===== src/rtl/cache_fill_fsm.sv =====
// Cache miss fill controller: stalls the pipeline on a miss, streams one aligned
// 8-word block from main memory into the data array, then writes the tag array.
module cache_fill_fsm #(
  parameter int ADDR_W      = 16,
  parameter int BLOCK_WORDS = 8
) (
  input  logic              clk,
  input  logic              rst_n,
  input  logic              miss_detected,
  input  logic [ADDR_W-1:0] miss_address,
  output logic              fsm_busy,
  output logic              memory_req,
  output logic [ADDR_W-1:0] memory_address,
  input  logic [15:0]       memory_data,
  input  logic              memory_data_valid,
  output logic              write_data_array,
  output logic [2:0]        fill_word,
  output logic [15:0]       fill_data,
  output logic              write_tag_array,
  output logic [ADDR_W-5:0] fill_tag
);

  typedef enum logic {
    IDLE = 1'b0,
    FILL = 1'b1
  } state_e;

  localparam logic [3:0] NUM_WORDS = 4'(BLOCK_WORDS);
  localparam logic [3:0] LAST_WORD = 4'(BLOCK_WORDS - 1);

  state_e            state, state_next;
  logic [ADDR_W-5:0] base;
  logic [3:0]        req_cnt;
  logic [3:0]        rcv_cnt;

  // The byte-within-block bits of the miss address never matter for a fill.
  logic unused_offset_bits;
  assign unused_offset_bits = ^miss_address[3:0];

  assign fill_tag = base;

  // NOTE: every output is given a default before the case so no path leaves
  // a signal unassigned; that is what keeps this block free of latches.
  always_comb begin
    state_next       = state;
    fsm_busy         = 1'b0;
    memory_req       = 1'b0;
    memory_address   = '0;
    write_data_array = 1'b0;
    fill_word        = '0;
    fill_data        = '0;
    write_tag_array  = 1'b0;

    case (state)
      IDLE: begin
        fsm_busy = miss_detected;
        if (miss_detected) state_next = FILL;
      end
      FILL: begin
        fsm_busy = 1'b1;
        if (req_cnt < NUM_WORDS) begin
          memory_req     = 1'b1;
          memory_address = {base, req_cnt[2:0], 1'b0};
        end
        // Returns are matched to offsets purely by arrival order.
        if (memory_data_valid) begin
          write_data_array = 1'b1;
          fill_word        = rcv_cnt[2:0];
          fill_data        = memory_data;
          if (rcv_cnt == LAST_WORD) begin
            write_tag_array = 1'b1;
            state_next      = IDLE;
          end
        end
      end
      default: state_next = IDLE;
    endcase
  end

  // NOTE: sequential state uses non-blocking assignments so every register
  // samples the pre-edge values, independent of statement order.
  always_ff @(posedge clk or negedge rst_n) begin
    if (!rst_n) begin
      state   <= IDLE;
      base    <= '0;
      req_cnt <= '0;
      rcv_cnt <= '0;
    end else begin
      state <= state_next;
      case (state)
        IDLE: begin
          if (miss_detected) begin
            base    <= miss_address[ADDR_W-1:4];
            req_cnt <= '0;
            rcv_cnt <= '0;
          end
        end
        FILL: begin
          // req_cnt stops at NUM_WORDS because memory_req drops there.
          if (memory_req)       req_cnt <= req_cnt + 4'd1;
          if (write_data_array) rcv_cnt <= rcv_cnt + 4'd1;
        end
        default: ;
      endcase
    end
  end

endmodule


===== config.mk =====
export PLATFORM = sky130hd
export DESIGN_NAME = cache_fill_fsm
export DESIGN_NICKNAME = d
export VERILOG_FILES = /design/src/rtl/cache_fill_fsm.sv
export SDC_FILE = /design/constraint.sdc
export NUM_CORES = 1
export LEC_CHECK = 0
export ABC_AREA = 1
export CAP_MARGIN = 5
export CORE_ASPECT_RATIO = 1.25
export CORE_MARGIN = 8
export CORE_UTILIZATION = 45
export CTS_CLUSTER_SIZE = 20
export DETAILED_ROUTE_END_ITERATION = 8
export DONT_BUFFER_PORTS = 1
export SKIP_CTS_REPAIR_TIMING = 1
export SLEW_MARGIN = 20
export SYNTH_ARGS = -nofsm -noshare
export SYNTH_HDL_FRONTEND = slang
export SYNTH_SLANG_ARGS = --single-unit

===== constraint.sdc =====
create_clock -name clk -period 1.8 [get_ports clk]
set_clock_uncertainty 0.2 [all_clocks]
set_input_delay 0.54 -clock clk [delete_from_list [all_inputs] [get_ports clk]]
set_output_delay 0.54 -clock clk [all_outputs]
set_load 0.05 [all_outputs]

Word-level counts from Yosys, hierarchy flattened

Index checks and enable logic that the tools add are counted.

Magnitude comparators: 1
Shift operators: 0
Div/mod/pow operators: 0
Multipliers: 0
Reduce and logical (&&, ||, !) cells: 3
Mux-type cells: 23
Bitwise logic cells: 1
Eq/ne operators: 4
Add/sub/neg operators: 2

Operators by type and width:

| kind                                               | number |
|---|---|
| two-way mux 16 bit                                 | 4 |
| case mux 4 bit (2 select lines)                    | 2 |
| two-way mux 4 bit                                  | 3 |
| two-way mux 1 bit                                  | 10 |
| adder 4 x 1 -> 4 bit (second input constant)       | 2 |
| two-way mux 3 bit                                  | 2 |
| != test 2 bit (second input constant)              | 3 |
| AND reduction 2 bit                                | 3 |
| == test 4 x 3 -> 1 bit (second input constant)     | 1 |
| less-than comparator 4 bit (second input constant) | 1 |
| case mux 1 bit (2 select lines)                    | 2 |
| inverter 1 bit                                     | 1 |

RAM bits: 0
Memory bits (read-only): 0
Bits in registers: 21
Input bits: 36
Memories kept: 0
Output and inout port bits: 51
Word-level logic and storage cells: 38
Latch bits: 0

Logic depth before layout (Yosys ltp)

Gate-level depths: netlist of run 1.

Word-level depth: 5
Mapped depth: 6
Gate-level depth less buffers: 5

Worst setup path before layout of run 1

OpenSTA, ideal clock, no wires.

Path kind: register to output
Start point: reg state
End point: out memory_address[10]
Cell stages (with the launch flop): 6
Required time: 1060 ps
Slack: -612 ps
Buffers on the path: 1
Arrival: 1672 ps
Cell sequence: dfrtp_1 -> inv_2 -> nor2_4 -> inv_2 -> buf_6 -> nor2_1

Longest elaborated chain between the ends: 1

RTL lines:

| element                  | RTL line | source |
|---|---|---|
| start: declaration       | 31       | `state_e state, state_next;` |
| start signal: assignment | 89       | `state <= state_next;` |
| two-way mux 16 bit       | 54       | `case (state)` |
| end: declaration         | 13       | `output logic [ADDR_W-1:0] memory_address,` |

Every way passes these cells.

Worst setup path in the final report of run 1

Start point: reg req_cnt[3]
End point: out memory_address[6]

Longest elaborated chain between the ends: 3

RTL lines:

| element                    | RTL line | source |
|---|---|---|
| start: declaration         | 33       | `logic [3:0] req_cnt;` |
| start signal: assignment   | 100      | `if (memory_req) req_cnt <= req_cnt + 4'd1;` |
| less-than comparator 4 bit | 61       | `if (req_cnt < NUM_WORDS) begin` |
| two-way mux 16 bit         | 61       |  |
| two-way mux 16 bit         | 54       |  |

Every way passes these cells.

==> flow_summary.yaml, run 1 <==
clock_network:
  numCtsBuffers: 3
  insertion_delay_ps: 310
  htreeDepth: 1
  cts_root_buffer: "clkbuf_4"
  cts.sinks: 21
  clockBufferDepth: 2
  cts_tree: "done"
  clk_pin_slew_ps: 120
floorplan:
  die_area_sq_um: 4600
  core-area_sq_um: 2630
  num_io_pins: 87
  dieHeight_um: 73.9
  die_w_um: 62.3
  initial_core_util_pct: 45.9
  rows: 21
outcome:
  status: "finished, violations left"
  violations: "negative setup slack"
layout:
  regArea_sq_um: 526
  final_nets: 272
  antenna_cells: 0
  layout-drive-gt1-share_pct: 56.7
  areaGrowthSynthToFinish_pct: 99.7
  fin_util_pct: 91.7
  design_area_sq_um: 2410
  nFillCells: 120
  multi_input_area_sq_um: 748
  stdcell_count: 267
synth:
  ys_top_cells_by_area: "dfrtp_1 (44%), nor2_1 (12%), inv_1 (11%), nand2_1 (8.4%), o21ai_2 (6.5%)"
  syn_inst: 162
  synth_seq_cells: 21
  post_synth_num_cell_types: 23
  ys_async_sr_fraction_pct: 100
  synth_area_per_cell_sq_um: 7.45
  synth_top_area_share_pct: 43.6
  yosys.area.top_type: "dfrtp_1"
  netlist_area_sq_um: 1210
  syn_nets: 200
  synth.most_common_cell: "nor2_1"
  ys_seq_area_share_pct: 43.6
  synth_edf_count: 0
  ys_dominant_reg_cell: "dfrtp_1"
  synthTopCellsByCount: "nor2_1 (37), inv_1 (36), nand2_1 (27)"
  yosysWarnings: 0
timing:
  worst_slack_ps: -423
  worst_pin_slew_ps: 975
  final_hold_viol_count: 0
  whs_ps: 142
  final.period_utilization_pct: 123
  fin_crit_ps: 2220
  relSlewSlack_pct: 34.8
  maxSlewViolCount: 0
  setup_viol: 38
  grt_setup_unrepaired: "true"
  clock.fmax_mhz: 450
setup_path:
  worstRegToRegCells: 8
  startpoint_type: "flip-flop"
  reg2reg_from: "state"
  path_class: "reg -> out"
  crit_required_ps: 1060
  critical_path.endpoint: "memory_address[6]"
  crit_arrival_ps: 1480
  crit_start: "req_cnt[3]"
  cp-end-kind: "primary output"
  cp_max_fo: 5
  ff2ff_setup_slack_ps: 120
  reg2reg_to: "rcv_cnt[2]"
global_route:
  grt_antenna_before_repair: 0
  grt_usage_pct: 16.1
  grt_overflow: 0
  grt_pass1_wl_um: 6180
  grt_max_degree: 26
  grt_pass1_vias: 1367
place:
  post_dp_cell_area_sq_um: 2060
  dp_cells: 256
  gp_congestion: 0.722
  dp_hpwl_um: 3120
  portBuffers: 0
drt:
  drc: 0
  drt-initial-drc-count: 52
  via_per_inst: 5.01
  wl_per_cell_um: 18.1
  antenna_left: 0
  firstDrtPassIters: 5
  postRouteWirelength_um: 4840
  via_count: 1339
job:
  drv_cap: 0
min_path:
  min_path_type: "in -> reg"
[state kept, by name (all words and copies together), names as in the netlist]
signal    count
fill_tag     12
rcv_cnt       4
req_cnt       4
state         1
[per-stage QoR]
stage	setup WS (ps)	setup TNS (ps)
after detailed placement	-176	-2330
after floorplan	-289	-6520
after global routing	-461	-13750
final	-423	-12170
after global placement	-162	-2390
after CTS	-527	-14480
[critical path, stage by stage (launching register included)]
cell	delay (ps)
dfrtp_1	410
buf_6	130
nor2_4	140
inv_4	80
buf_4	160
nor2_4	100
buf_12	140
[cells in the final DEF, fill, tap and decap left out]
| cell type | netlist | routed |
|---|---|---|
| clkbuf_4 | 0 | 3 |
| or2_2 | 1 | 1 |
| nand3_1 | 4 | 4 |
| nand2_1 | 27 | 24 |
| o21ai_2 | 9 | 9 |
| xnor2_1 | 1 | 1 |
| nor2_4 | 1 | 33 |
| inv_1 | 36 | 34 |
| nor2_2 | 0 | 2 |
| buf_8 | 0 | 8 |
| ha_2 | 0 | 1 |
| conb_1 | 1 | 1 |
| inv_4 | 1 | 3 |
| dfrtp_1 | 21 | 21 |
| nand2_4 | 1 | 2 |
| o21ai_0 | 3 | 3 |
| nor2_1 | 37 | 3 |
| nor3_1 | 1 | 1 |
| ha_1 | 2 | 1 |
| nand2_8 | 0 | 1 |
| clkinvlp_4 | 0 | 1 |
| o22ai_2 | 1 | 1 |
| clkinv_2 | 0 | 1 |
| o21ai_1 | 3 | 3 |
| dlygate4sd3_1 | 0 | 1 |
| nand4_1 | 1 | 1 |
| buf_6 | 4 | 21 |
| buf_12 | 0 | 16 |
| inv_2 | 2 | 1 |
| a21oi_1 | 3 | 3 |
| nand2_2 | 0 | 1 |
| buf_4 | 1 | 26 |
| clkbuf_16 | 0 | 1 |
[routing by layer]
metal / global-route usage [%] / part of all wire [%]
met3: 7.47 / 9.0
met4: 2.28 / 1.4
met5: 0 / 0
met2: 31.5 / 53
met1: 15.3 / 36
[worst min path at each step]
stage             endpoint             start  cells after the start
2_1_floorplan  fill_tag[0]             rst_n                      0
3_3_place_gp   fill_tag[8]             rst_n                      0
3_5_place_dp   fill_tag[9]             rst_n                      0
4_1_cts        fill_tag[9]             rst_n                      0
5_1_grt        fill_tag[6]  miss_address[10]                      2
6_report       fill_tag[6]  miss_address[10]                      2
[kinds of logic after synthesis]
family | count (synthesis) | share of synthesized area, %
and+or+nand+nor | 73 | 24.9
adders and majority gates | 2 | 2.07
buffers and inverters | 45 | 17.1
AOI/OAI and AO/OA | 19 | 11.3
other | 1 | 0.311
DFF | 21 | 43.6
xor gates and xnor gates | 1 | 0.726
[layout make-up]
| class | instances | share of cell area, % |
|---|---|---|
| Timing Repair Buffer | 73 | 37.7 |
| Multi-Input combinational cell | 96 | 31.1 |
| Sequential cell | 21 | 21.8 |
| Inverter | 39 | 6.55 |
| Tap cell | 34 | 1.77 |
| Clock buffer | 3 | 0.935 |
| Clock inverter | 1 | 0.208 |
Power of run 1 is not shown: default switching activity piles up to over one toggle a cycle in this logic, so the estimate is an artifact.
==> run 2: changes to the inputs <==
==> constraint.sdc (replaced) <==
create_clock -name clk -period 2.8 [get_ports clk]
set_clock_uncertainty 0.2 [all_clocks]
set_input_delay 0.84 -clock clk [delete_from_list [all_inputs] [get_ports clk]]
set_output_delay 0.84 -clock clk [all_outputs]
set_load 0.05 [all_outputs]
==> run 2 against run 1 <==
- the run now ends clean
- wire length is 32% lower
- core utilization down 31 points
- via count fell by 15%
- register-to-register slack better by 1100 ps
- sequential share of layout area is 11 points higher
- die area stayed put
- flip-flop and latch count is the same
- first-iteration DRC count increased by 9.6%
- setup slack gained 730 ps
- hold slack improved by 200 ps
- critical path depth decreased by 3
- critical path type is now in -> out
- critical endpoint is now write_data_array
- highest routed layer unchanged
==> flow_summary.yaml, run 2 (synthesized netlist as in run 1, its figures left out) <==
drt:
  postRouteWirelength_um: 3310
  drt-initial-drc-count: 57
  wl_per_cell_um: 13.5
  firstDrtPassIters: 4
  via_per_inst: 4.62
  via_count: 1133
  drc: 0
  antenna_left: 0
global_route:
  grt_pass1_wl_um: 5200
  grt_pass1_vias: 1197
  grt_usage_pct: 13.6
  grt_overflow: 0
  grt_antenna_before_repair: 0
  grt_max_degree: 26
setup_path:
  cpPeakStageDelay_ps: 380
  cp_slowest_cell: "inv_1"
  startpoint_type: "input pin"
  crit_family: "buffers and inverters"
  path_buf_inv: 2
  cp_cell_sequence: "nand2_1 -> buf_4 -> inv_1"
  crit_required_ps: 1760
  path_class: "in -> out"
  cp-end-kind: "primary output"
  crit_arrival_ps: 1450
  cp_max_fo: 21
place:
  gp_congestion: 0.752
  dp_hpwl_um: 2650
  portBuffers: 0
  dpl_worst_slack_ps: 309
timing:
  relSlewSlack_pct: 57.1
  whs_ps: 346
  maxSlewViolCount: 0
  clock.fmax_mhz: 401
  setup_viol: 0
  fin_crit_ps: 2490
  worst_slack_ps: 306
  grt_setup_unrepaired: "false"
  worst_pin_slew_ps: 641
  final_hold_viol_count: 0
  final.period_utilization_pct: 89.1
clock_network:
  insertion_delay_ps: 300
  cts.sinks: 21
  clk_pin_slew_ps: 110
  cts_tree: "done"
  clockBufferDepth: 2
  htreeDepth: 1
  cts_root_buffer: "clkbuf_4"
  numCtsBuffers: 3
job:
  drv_cap: 0
floorplan:
  rows: 21
  die_w_um: 62.3
  die_area_sq_um: 4600
  core-area_sq_um: 2630
  num_io_pins: 87
  initial_core_util_pct: 45.9
  dieHeight_um: 73.9
layout:
  final_common_cell: "buf_4"
  antenna_cells: 0
  nFillCells: 238
  final_nets: 250
  layout-drive-gt1-share_pct: 32.2
  multi_input_area_sq_um: 474
  areaGrowthSynthToFinish_pct: 33.1
  regArea_sq_um: 526
  layout_common_cells: "buf_4 (49), nor2_1 (37), inv_1 (36), nand2_1 (27), dfrtp_1 (21)"
  largest_reg_flops: 12
outcome:
  status: "complete, no violations"
min_path:
  min_path_type: "reg -> reg"
-- run 2: cell type report --
cell class	count	share of cell area, %
Timing Repair Buffer	51	24.2
Inverter	39	9.28
Sequential cell	21	32.7
Tap cell	34	2.65
Multi-Input combinational cell	96	29.5
Clock buffer	4	1.64
-- run 2: metal layers --
metal	global-route usage, %	wire length, um	up-vias
li1	-	-	571
met1	12.4	1160	505
met2	25.0	1740	52
met3	6.55	360	5
met4	6.60	48	0
met5	0	0	-
-- run 2: path summary, 6_finish.rpt --
path	startpoint	depth (start not counted)	end	slack (ps)
setup / recovery	memory_data_valid	3	write_data_array	310
hold / removal	state	2	state	350
min in group asynchronous	rst_n	1	fill_tag[3]	660
setup reg to reg	state	5	rcv_cnt[2]	1240
hold reg to reg	state	2	state	350
max in group asynchronous	rst_n	1	fill_tag[7]	1200
-- run 2: stage by stage --
| step | std cells | util, % | setup TNS [ps] | area [sq um] |
|---|---|---|---|---|
| floorplan | 162 | - | -296 | 1210 |
| global placement | 239 | 59.3 | 0 | 1560 |
| detailed placement | 239 | 59.3 | 0 | 1560 |
| CTS | 243 | 60.3 | 0 | 1590 |
| global route | 245 | 61.1 | 0 | 1610 |
| finish | 245 | 61.1 | 0 | 1610 |
-- run 2: worst min-delay path: stages (launching register included) --
cell	delay, ps
dfrtp_1	400
nand2_1	70
nand2_1	50
Power of run 2 is left out for the same reason.
